## config.mk

```make
export PLATFORM = sky130hd
export DESIGN_NAME = inst_fetch_unit_flat
export DESIGN_NICKNAME = d
export VERILOG_FILES = /design/src/rtl/fetch_pkg.sv /design/src/rtl/inst_fetch_unit_if.sv /design/src/rtl/fetch_queue.sv /design/src/rtl/inst_fetch_unit.sv /design/src/flat_wrapper.sv
export SDC_FILE = /design/constraint.sdc
export NUM_CORES = 1
export LEC_CHECK = 0
export CAP_MARGIN = 30
export CORE_AREA = 2 2 204 306
export CTS_BUF_LIST = sky130_fd_sc_hd__clkbuf_8
export CTS_CLUSTER_SIZE = 20
export DETAILED_ROUTE_END_ITERATION = 8
export DIE_AREA = 0 0 206 308
export GPL_ROUTABILITY_DRIVEN = 0
export PLACE_DENSITY_LB_ADDON = 0.15
export SLEW_MARGIN = 20
export SYNTH_ARGS = -nofsm -noshare
export SYNTH_HDL_FRONTEND = slang
export SYNTH_HIERARCHICAL = 1
export SYNTH_SLANG_ARGS = --single-unit
```

## constraint.sdc

```tcl
create_clock -name Clk -period 10.4 [get_ports Clk]
set_input_delay 2.08 -clock Clk [delete_from_list [all_inputs] [get_ports Clk]]
set_output_delay 2.08 -clock Clk [all_outputs]
set_load 0.01 [all_outputs]
```

## src/rtl/fetch_pkg.sv

```systemverilog
// Shared widths and the queue entry type for the instruction fetch stage.
package fetch_pkg;
    localparam int INSTR_W = 32;
    localparam int ADDR_W  = 64;
    localparam logic [ADDR_W-1:0] PC_INC = 64'd4;

    typedef struct packed {
        logic [ADDR_W-1:0]  pc;
        logic [INSTR_W-1:0] instr;
    } fetch_entry_t;
endpackage

```

## src/rtl/inst_fetch_unit_if.sv

```systemverilog
// Instruction-memory request/response bus plus the decode-facing queue head.
// master = fetch unit, slave = memory/decode side.
interface inst_fetch_unit_if;
    import fetch_pkg::*;

    logic               IMemReqValid;
    logic               IMemReqReady;
    logic [ADDR_W-1:0]  IMemReqAddr;
    logic               IMemRespValid;
    logic [INSTR_W-1:0] IMemRespData;
    logic               IfValid;
    logic               IfReady;
    logic [INSTR_W-1:0] IfInstr;
    logic [ADDR_W-1:0]  IfPC;

    modport master (
        output IMemReqValid, IMemReqAddr, IfValid, IfInstr, IfPC,
        input  IMemReqReady, IMemRespValid, IMemRespData, IfReady
    );

    modport slave (
        input  IMemReqValid, IMemReqAddr, IfValid, IfInstr, IfPC,
        output IMemReqReady, IMemRespValid, IMemRespData, IfReady
    );
endinterface

```

## src/rtl/fetch_queue.sv

```systemverilog
// Synchronous FIFO of {pc, instr} with flush; head is read straight from storage
// so a pushed entry becomes visible one cycle later.
module fetch_queue
    import fetch_pkg::*;
#(
    parameter int DEPTH = 4
) (
    input  logic                       i_clk,
    input  logic                       i_rst,
    input  logic                       i_flush,
    input  logic                       i_push,
    input  fetch_entry_t               i_data,
    input  logic                       i_pop,
    output logic                       o_valid,
    output fetch_entry_t               o_head,
    output logic [$clog2(DEPTH):0]     o_count
);
    localparam int PW = $clog2(DEPTH);
    localparam int CW = PW + 1;

    fetch_entry_t  r_mem [DEPTH];
    logic [PW-1:0] r_wr_ptr;
    logic [PW-1:0] r_rd_ptr;
    logic [CW-1:0] r_count;

    always_ff @(posedge i_clk) begin
        if (i_rst) begin
            for (int i = 0; i < DEPTH; i++) r_mem[i] <= '0;
            r_wr_ptr <= '0;
            r_rd_ptr <= '0;
            r_count  <= '0;
        end else if (i_flush) begin
            r_wr_ptr <= '0;
            r_rd_ptr <= '0;
            r_count  <= '0;
        end else begin
            if (i_push) begin
                r_mem[r_wr_ptr] <= i_data;
                r_wr_ptr        <= r_wr_ptr + PW'(1);
            end
            if (i_pop) r_rd_ptr <= r_rd_ptr + PW'(1);
            r_count <= r_count + CW'(i_push) - CW'(i_pop);
        end
    end

    assign o_valid = (r_count != '0);
    assign o_head  = r_mem[r_rd_ptr];
    assign o_count = r_count;
endmodule

```

## src/rtl/inst_fetch_unit.sv

```systemverilog
// Fetch stage: owns the fetch PC, credit-limits memory requests against queue space,
// and flushes on redirect. Define FETCH_PERF_COUNTERS_EN for push/flush counters.
module inst_fetch_unit
    import fetch_pkg::*;
#(
    parameter int                DEPTH    = 4,
    parameter logic [ADDR_W-1:0] RESET_PC = 64'h0
) (
    input  logic              Clk,
    input  logic              Reset,
    input  logic              Redirect,
    input  logic [ADDR_W-1:0] RedirectPC,
    inst_fetch_unit_if.master bus
`ifdef FETCH_PERF_COUNTERS_EN
    ,
    output logic [31:0]       PerfFetched,
    output logic [31:0]       PerfFlushed
`endif
);
    localparam int CW = $clog2(DEPTH) + 1;

    logic [ADDR_W-1:0] r_fetch_pc;
    logic [ADDR_W-1:0] r_resp_pc;
    logic [CW-1:0]     r_outstanding;
    logic [CW-1:0]     r_drop_count;

    logic [CW-1:0]     w_count;
    logic              w_credit;
    logic              w_req_fire;
    logic              w_dropping;
    logic              w_push;
    logic              w_pop;
    logic              w_if_valid;
    logic [ADDR_W-1:0] w_redirect_pc;
    fetch_entry_t      w_head;
    fetch_entry_t      w_push_entry;

    // Outstanding requests reserve queue slots, so a response always finds room.
    assign w_credit      = (int'(r_outstanding) + int'(w_count)) < DEPTH;
    assign w_redirect_pc = RedirectPC & ~ADDR_W'(3);
    assign w_req_fire    = bus.IMemReqValid && bus.IMemReqReady;
    assign w_dropping    = bus.IMemRespValid && (r_drop_count != '0);
    assign w_push        = bus.IMemRespValid && !Redirect && (r_drop_count == '0);
    assign w_pop         = w_if_valid && bus.IfReady && !Redirect;
    assign w_push_entry  = '{pc: r_resp_pc, instr: bus.IMemRespData};

    assign bus.IMemReqValid = !Reset && !Redirect && w_credit;
    assign bus.IMemReqAddr  = r_fetch_pc;
    assign bus.IfValid      = w_if_valid;
    assign bus.IfInstr      = w_head.instr;
    assign bus.IfPC         = w_head.pc;

    always_ff @(posedge Clk) begin
        if (Reset) begin
            r_fetch_pc    <= RESET_PC;
            r_resp_pc     <= RESET_PC;
            r_outstanding <= '0;
            r_drop_count  <= '0;
        end else begin
            assert (!(bus.IMemRespValid && int'(w_count) == DEPTH));
            if (Redirect) begin
                // Every response still in flight, or arriving now, belongs to the old path.
                r_fetch_pc    <= w_redirect_pc;
                r_resp_pc     <= w_redirect_pc;
                r_outstanding <= r_outstanding - CW'(bus.IMemRespValid);
                r_drop_count  <= r_outstanding - CW'(bus.IMemRespValid);
            end else begin
                if (w_req_fire) r_fetch_pc <= r_fetch_pc + PC_INC;
                if (w_push)     r_resp_pc  <= r_resp_pc + PC_INC;
                if (w_dropping) r_drop_count <= r_drop_count - CW'(1);
                r_outstanding <= r_outstanding + CW'(w_req_fire) - CW'(bus.IMemRespValid);
            end
        end
    end

    fetch_queue #(.DEPTH(DEPTH)) u_queue (
        .i_clk   (Clk),
        .i_rst   (Reset),
        .i_flush (Redirect),
        .i_push  (w_push),
        .i_data  (w_push_entry),
        .i_pop   (w_pop),
        .o_valid (w_if_valid),
        .o_head  (w_head),
        .o_count (w_count)
    );

`ifdef FETCH_PERF_COUNTERS_EN
    logic [31:0] r_perf_fetched;
    logic [31:0] r_perf_flushed;

    always_ff @(posedge Clk) begin
        if (Reset) begin
            r_perf_fetched <= '0;
            r_perf_flushed <= '0;
        end else begin
            r_perf_fetched <= r_perf_fetched + 32'(w_push);
            r_perf_flushed <= r_perf_flushed
                            + 32'(bus.IMemRespValid && (Redirect || r_drop_count != '0))
                            + (Redirect ? 32'(w_count) : 32'd0);
        end
    end

    assign PerfFetched = r_perf_fetched;
    assign PerfFlushed = r_perf_flushed;
`endif
endmodule

```

## src/flat_wrapper.sv

```systemverilog
// flat-port wrapper written by rule: the top's interface ports become plain ports
module inst_fetch_unit_flat import fetch_pkg::*;
#(
    parameter int                DEPTH    = 4,
    parameter logic [ADDR_W-1:0] RESET_PC = 64'h0
)
  (Clk, Reset, Redirect, RedirectPC, bus_IMemReqValid, bus_IMemReqAddr, bus_IfValid, bus_IfInstr, bus_IfPC, bus_IMemReqReady, bus_IMemRespValid, bus_IMemRespData, bus_IfReady);
  inst_fetch_unit_if bus_i ();
  input  logic Clk;
  input  logic Reset;
  input  logic Redirect;
  input  logic [ADDR_W-1:0] RedirectPC;
  output wire logic [$bits(bus_i.IMemReqValid)-1:0] bus_IMemReqValid;
  output wire logic [$bits(bus_i.IMemReqAddr)-1:0] bus_IMemReqAddr;
  output wire logic [$bits(bus_i.IfValid)-1:0] bus_IfValid;
  output wire logic [$bits(bus_i.IfInstr)-1:0] bus_IfInstr;
  output wire logic [$bits(bus_i.IfPC)-1:0] bus_IfPC;
  input wire logic [$bits(bus_i.IMemReqReady)-1:0] bus_IMemReqReady;
  input wire logic [$bits(bus_i.IMemRespValid)-1:0] bus_IMemRespValid;
  input wire logic [$bits(bus_i.IMemRespData)-1:0] bus_IMemRespData;
  input wire logic [$bits(bus_i.IfReady)-1:0] bus_IfReady;
  assign bus_IMemReqValid = bus_i.IMemReqValid;
  assign bus_IMemReqAddr = bus_i.IMemReqAddr;
  assign bus_IfValid = bus_i.IfValid;
  assign bus_IfInstr = bus_i.IfInstr;
  assign bus_IfPC = bus_i.IfPC;
  assign bus_i.IMemReqReady = bus_IMemReqReady;
  assign bus_i.IMemRespValid = bus_IMemRespValid;
  assign bus_i.IMemRespData = bus_IMemRespData;
  assign bus_i.IfReady = bus_IfReady;
  inst_fetch_unit #(.DEPTH(DEPTH), .RESET_PC(RESET_PC)) u_core (.Clk(Clk), .Reset(Reset), .Redirect(Redirect), .RedirectPC(RedirectPC), .bus(bus_i));
endmodule
```

---- Word level (Yosys, flattened, before mapping) ----
Memory sizes are Yosys's and may differ from the RTL's. A register that Yosys moved wholly into a read port is not among the register bits.
Index checks and enable logic that the tools add are counted.
W data, S select, Z words.
word-level totals
  register bits ........................... 141
  bits in writable memories ............... 384
  output and inout bits ................... 162
  word-level logic and storage cells ...... 58
  memories kept ........................... 1
  input bits .............................. 102
operators by class
  add/subtract/negate cells ............... 11
  reduce and logical (&&, ||, !) cells .... 18
  muxes and demuxes ....................... 18
  $lt $le $gt $ge ......................... 1
memories
  name                  depth  width  read ports  clocked after Yosys merged registers in  write ports  line               RTL
  u_core.u_queue.r_mem  4      96     1           1                                        4            fetch_queue.sv:21  fetch_entry_t r_mem [DEPTH];
operators with widths
  cell                     number
  $mux W64                 4
  $add A64 B3 Y64 const B  2
  $mux W96                 1
  $reduce_or A96 Y1        1
  $lt A32 B4 Y1 const B    1
  $mux W3                  3
  $sub A3 B1 Y3            3
  $logic_and A1 B1 Y1      8
  $mux W1                  7
  $add A3 B1 Y3            2
  $mux W2                  3
  $reduce_bool A2 Y1       3
  $reduce_bool A3 Y1       2
  $add A2 B1 Y2 const B    2
  $add A3 B3 Y4            1
  $logic_not A3 Y1         1
  $sub A3 B1 Y3 const B    1
  $logic_not A1 Y1         2
  $reduce_or A2 Y1         1

---- Logic depth before layout (Yosys ltp) ----
  depth in word-level cells ............... 9
  mapped depth ............................ 15
  depth with buffers taken out ............ 12

---- By module ----
The synthesis kept the hierarchy.
modules (own cells, without submodules)
  module           instances  area an instance (µm²)  cells each
  fetch_queue      1          16,636.0                1,082
  inst_fetch_unit  1          7,473.4                 948

---- Least setup slack after synthesis ----
Ideal clock, no wire load.
  path type ............................... input-to-reg
  start ................................... input Redirect
  end ..................................... memory u_core/u_queue/r_mem[0][0] in the netlist's numbering, enable pin
  cell stages on the path ................. 7
  setup slack ............................. 4,080 ps
  required time ........................... 9,929 ps
  arrival time ............................ 5,849 ps
  path through ............................ clkbuf_1 > buf_1 > clkbuf_1 > nor2_1 > or4b_1 > buf_2 > nand2b_1
RTL lines
  element      line                RTL
  from (decl)  flat_wrapper.sv:11  input logic Redirect;
  to (decl)    fetch_queue.sv:21

==> impl_metrics.tcl <==
set metrics [dict create \
    portBuffers 259 \
    drtPass1Iterations 5 \
    worstPathCellList "clkdlybuf4s50_1 > nand3_1 > nor2_1 > or4b_4 > buf_16 > nand2b_4 > buf_4" \
    cts.repair.resized 0 \
    viasPerCell 5.44 \
    post_drt_wl_per_cell_um 21.6 \
    cp_top_family "simple AND/OR/NAND/NOR gates" \
    netlist_instances 2030 \
    ys.warnings.count 6 \
    remaining_drc_errors 0 \
    slew_headroom_pct 37.9 \
    drive_above_1_share_pct 12.0 \
    grt-ovfl-total 0 \
    worstSetupPathType "in -> reg" \
    yosysSeqAreaShare_pct 59.4 \
    cp-end-kind "flip-flop" \
    drv_cap 0 \
    sw_frac_of_total_pct 25.3 \
    grt_max_degree 164 \
    setup_violations 0 \
    top_usage_layer "met2" \
    power_leakage_nw 9.73 \
    max_freq_mhz 169 \
    fin_tns_setup_ps 0 \
    use_met2_pct 36.2 \
    rsz0062_at_grt "no" \
    synth_cell_type_count 72 \
    die_x_um 206 \
    cts.htree.levels 3 \
    fin_nets 2389 \
    worstPathMaxFanout 54 \
    cts_root_buf "clkbuf_8" \
    path_clk_slew_ps 60 \
    start_util_pct 39.6 \
    outcome "completed" \
    postCtsSetupBuffers 0 \
    syn_area_um2 24100 \
    comb_power_share_pct 9.7 \
    power_density_nw_per_um2 155 \
    use_met1_pct 27.1 \
    dp_hpwl_mm 40.5 \
    timing.final.crit_share_pct 56.9 \
    hold_path.class "reg -> reg" \
    clock_latency_ps 680 \
    holdBufCountCts 0 \
    wl_mm 67.7 \
    area_growth_pct 20.1 \
    required_ps 10690 \
    max_stage_delay_ps 820 \
    fp.dieH_um 308 \
    worst_pin_slew_ps 925 \
    cts_inserted_buffers 84 \
    fin_skew_ps 16.1 \
    place_ws_ps 3630 \
    rows 111 \
    final_antenna_net_count 0 \
    n_fill_cell 5648 \
    finalHoldViolations 0 \
    drt_iter0_drc 959 \
    synth_edf_count 384 \
    avgSynthCellArea_um2 11.9 \
    intPower_mw 3.34 \
    slew_violations 0 \
    grt_pass1_vias 17300 \
    worstPathArrival_ps 6210 \
    ioPinCount 264 \
    p_switching_mw 1.13 \
    synthFlopType "edfxtp_1" \
    use_met3_pct 3.90 \
    cts_buffer_depth 3 \
    crit_slowest_cell "buf_4" \
    startpoint_type "input port" \
    clkPwrFrac_pct 36.6 \
    vdd_drop_max_mv 0.0868 \
    num_vias 17000 \
    antenna_found_initial 1 \
    grt_pass1_wl_mm 101 \
    cts_tree "built" \
    async_flop_share_pct 0 \
    pwr-share-seq_pct 53.7 \
    track_usage_pct 21.3 \
    die_area_um2 63400 \
    setup_slack_ps 4480 \
    coreArea_um2 60800 \
    min_period_ps 5920 \
    crit_buf_inv 3 \
    cts.sinks 523 \
    synth-seq-cells 523 \
]
-- worst reg2reg max path, stage by stage, from the launching register on --
cell,delay [ps]
dfxtp_1,300
inv_1,100
ha_1,200
nand3_1,240
nor2_1,760
or4b_4,760
buf_16,290
nand2b_4,630
buf_4,830
-- per-layer routing --
metal	part of all wire [%]	routed length [um]
met5	0	0
met4	2.8	1890
met3	6.3	4290
met2	49	33300
met1	42	28200
-- logic make-up (layout without fill, tap and decap cells) --
logic type	Yosys count	count (layout)	share of synthesized area [%]
multiplexers	108	108	9.47
AND/OR/NAND/NOR	907	907	18.3
adder cells (fa/ha/maj)	14	14	0.789
buffers and inverters	177	482	3.16
flip-flops	523	523	59.4
AO/OA/AOI/OAI	215	215	5.76
other	1	6	0.0156
XOR/XNOR	85	85	3.15
-- area by class of cell --
type | instances | area (um^2) | area share (%)
Sequential cell | 523 | 14300 | 49.5
Multi-Input combinational cell | 1333 | 9120 | 31.5
Timing Repair Buffer | 285 | 2820 | 9.75
Clock buffer | 92 | 1270 | 4.37
Tap cell | 791 | 990 | 3.42
Clock inverter | 59 | 253 | 0.873
Inverter | 46 | 174 | 0.601
Antenna cell | 2 | 5.00 | 0.0173
-- placed cells by master, fill, tap and decap left out, types with 6 or more instances in the layout --
cell / synthesis / layout
a211oi_1: 18 / 18
a21boi_0: 34 / 34
a21oi_1: 59 / 59
a311oi_1: 6 / 6
a31oi_1: 21 / 21
and2_1: 10 / 10
and3_1: 29 / 29
and4_1: 14 / 14
buf_4: 3 / 21
clkbuf_8: 0 / 92
clkdlybuf4s50_1: 0 / 257
clkinv_1: 0 / 15
clkinv_2: 0 / 10
dfxtp_1: 139 / 137
edfxtp_1: 384 / 384
ha_1: 12 / 12
inv_1: 45 / 74
mux2i_1: 11 / 11
mux4_2: 96 / 96
nand2_1: 88 / 88
nand2b_1: 101 / 98
nand3_1: 57 / 57
nand4_1: 52 / 52
nor2_1: 459 / 458
nor2_2: 10 / 11
nor2_4: 11 / 11
nor3_1: 23 / 23
nor4_1: 12 / 12
o21a_1: 6 / 6
o21ai_0: 33 / 33
o22ai_1: 7 / 7
or3_1: 8 / 8
or4_1: 6 / 6
xnor2_1: 51 / 51
xor2_1: 33 / 33
-- power groups by stage --
stage | Clock (mW) | Combinational (mW) | Sequential, mW
5_1_grt | 1.77 | 0.473 | 2.42
3_5_place_dp | 0 | 0.438 | 2.45
3_3_place_gp | 0 | 0.435 | 2.44
4_1_cts | 1.70 | 0.440 | 2.40
6_report | 1.64 | 0.435 | 2.40
2_1_floorplan | 0 | 0.227 | 2.44
-- metrics by stage --
stage	utilization (%)	cell area [um^2]	hold slack, ps	power, mW	std cells
final	47.6	29000	522	4.47	3131
after global routing	47.6	29000	556	4.66	3130
after CTS	47.5	28900	505	4.54	3126
after detailed placement	45.0	27400	493	2.89	2975
after global placement	45.0	27400	496	2.88	2974
after floorplan	-	24100	499	2.66	2033
-- worst paths after layout --
check	from	end	slack, ps	cells after the start
worst min-delay path	u_core/bus.IMemReqAddr[40]	u_core/bus.IMemReqAddr[40]	520	2
worst max register to register	u_core/r_drop_count[0]	u_core/u_queue/r_mem[0][81]	5900	8
worst min register to register	u_core/bus.IMemReqAddr[40]	u_core/bus.IMemReqAddr[40]	520	2
worst max-delay path	bus_IMemRespValid	u_core/u_queue/r_mem[0][81]	4480	7
-- Yosys cell counts, types with 3 or more instances --
cell        n  share of area, %
a211oi_1   18              0.56
a21boi_0   34               1.1
a21oi_1    59               1.2
a221oi_1    3              0.11
a22oi_1     3             0.093
a311oi_1    6              0.22
a31oi_1    21              0.54
a32oi_1     3              0.11
and2_1     10              0.26
and3_1     29              0.75
and4_1     14              0.51
buf_1      19              0.30
buf_2      22              0.46
buf_4       3             0.093
buf_6       6              0.28
clkbuf_1   78               1.2
dfxtp_1   139                12
edfxtp_1  384                48
ha_1       12              0.62
inv_1      45              0.70
mux2i_1    11              0.46
mux4_2     96               9.0
nand2_1    88               1.4
nand2b_1  101               2.6
nand3_1    57               1.2
nand3b_1    4              0.12
nand4_1    52               1.3
nand4b_1    3              0.11
nor2_1    459               7.1
nor2_2     10              0.26
nor2_4     11              0.51
nor3_1     23              0.48
nor4_1     12              0.31
nor4_2      5              0.26
o21a_1      6              0.19
o21ai_0    33              0.69
o22ai_1     7              0.18
o311ai_0    4              0.15
o31a_1      5              0.18
or2_2       3             0.078
or3_1       8              0.21
or4_1       6              0.19
xnor2_1    51               1.9
xor2_1     33               1.2
-- registers in the layout (all words and copies together) (netlist names), named ones only --
signal and cells:
u_core/bus.IMemReqAddr 62, u_core/r_drop_count 3, u_core/r_outstanding 3, u_core/r_resp_pc 62, u_core/u_queue/o_count 3, u_core/u_queue/r_mem 384
u_core/u_queue/r_rd_ptr 2, u_core/u_queue/r_wr_ptr 2
Note: power is estimated with default switching activity, not from simulation.
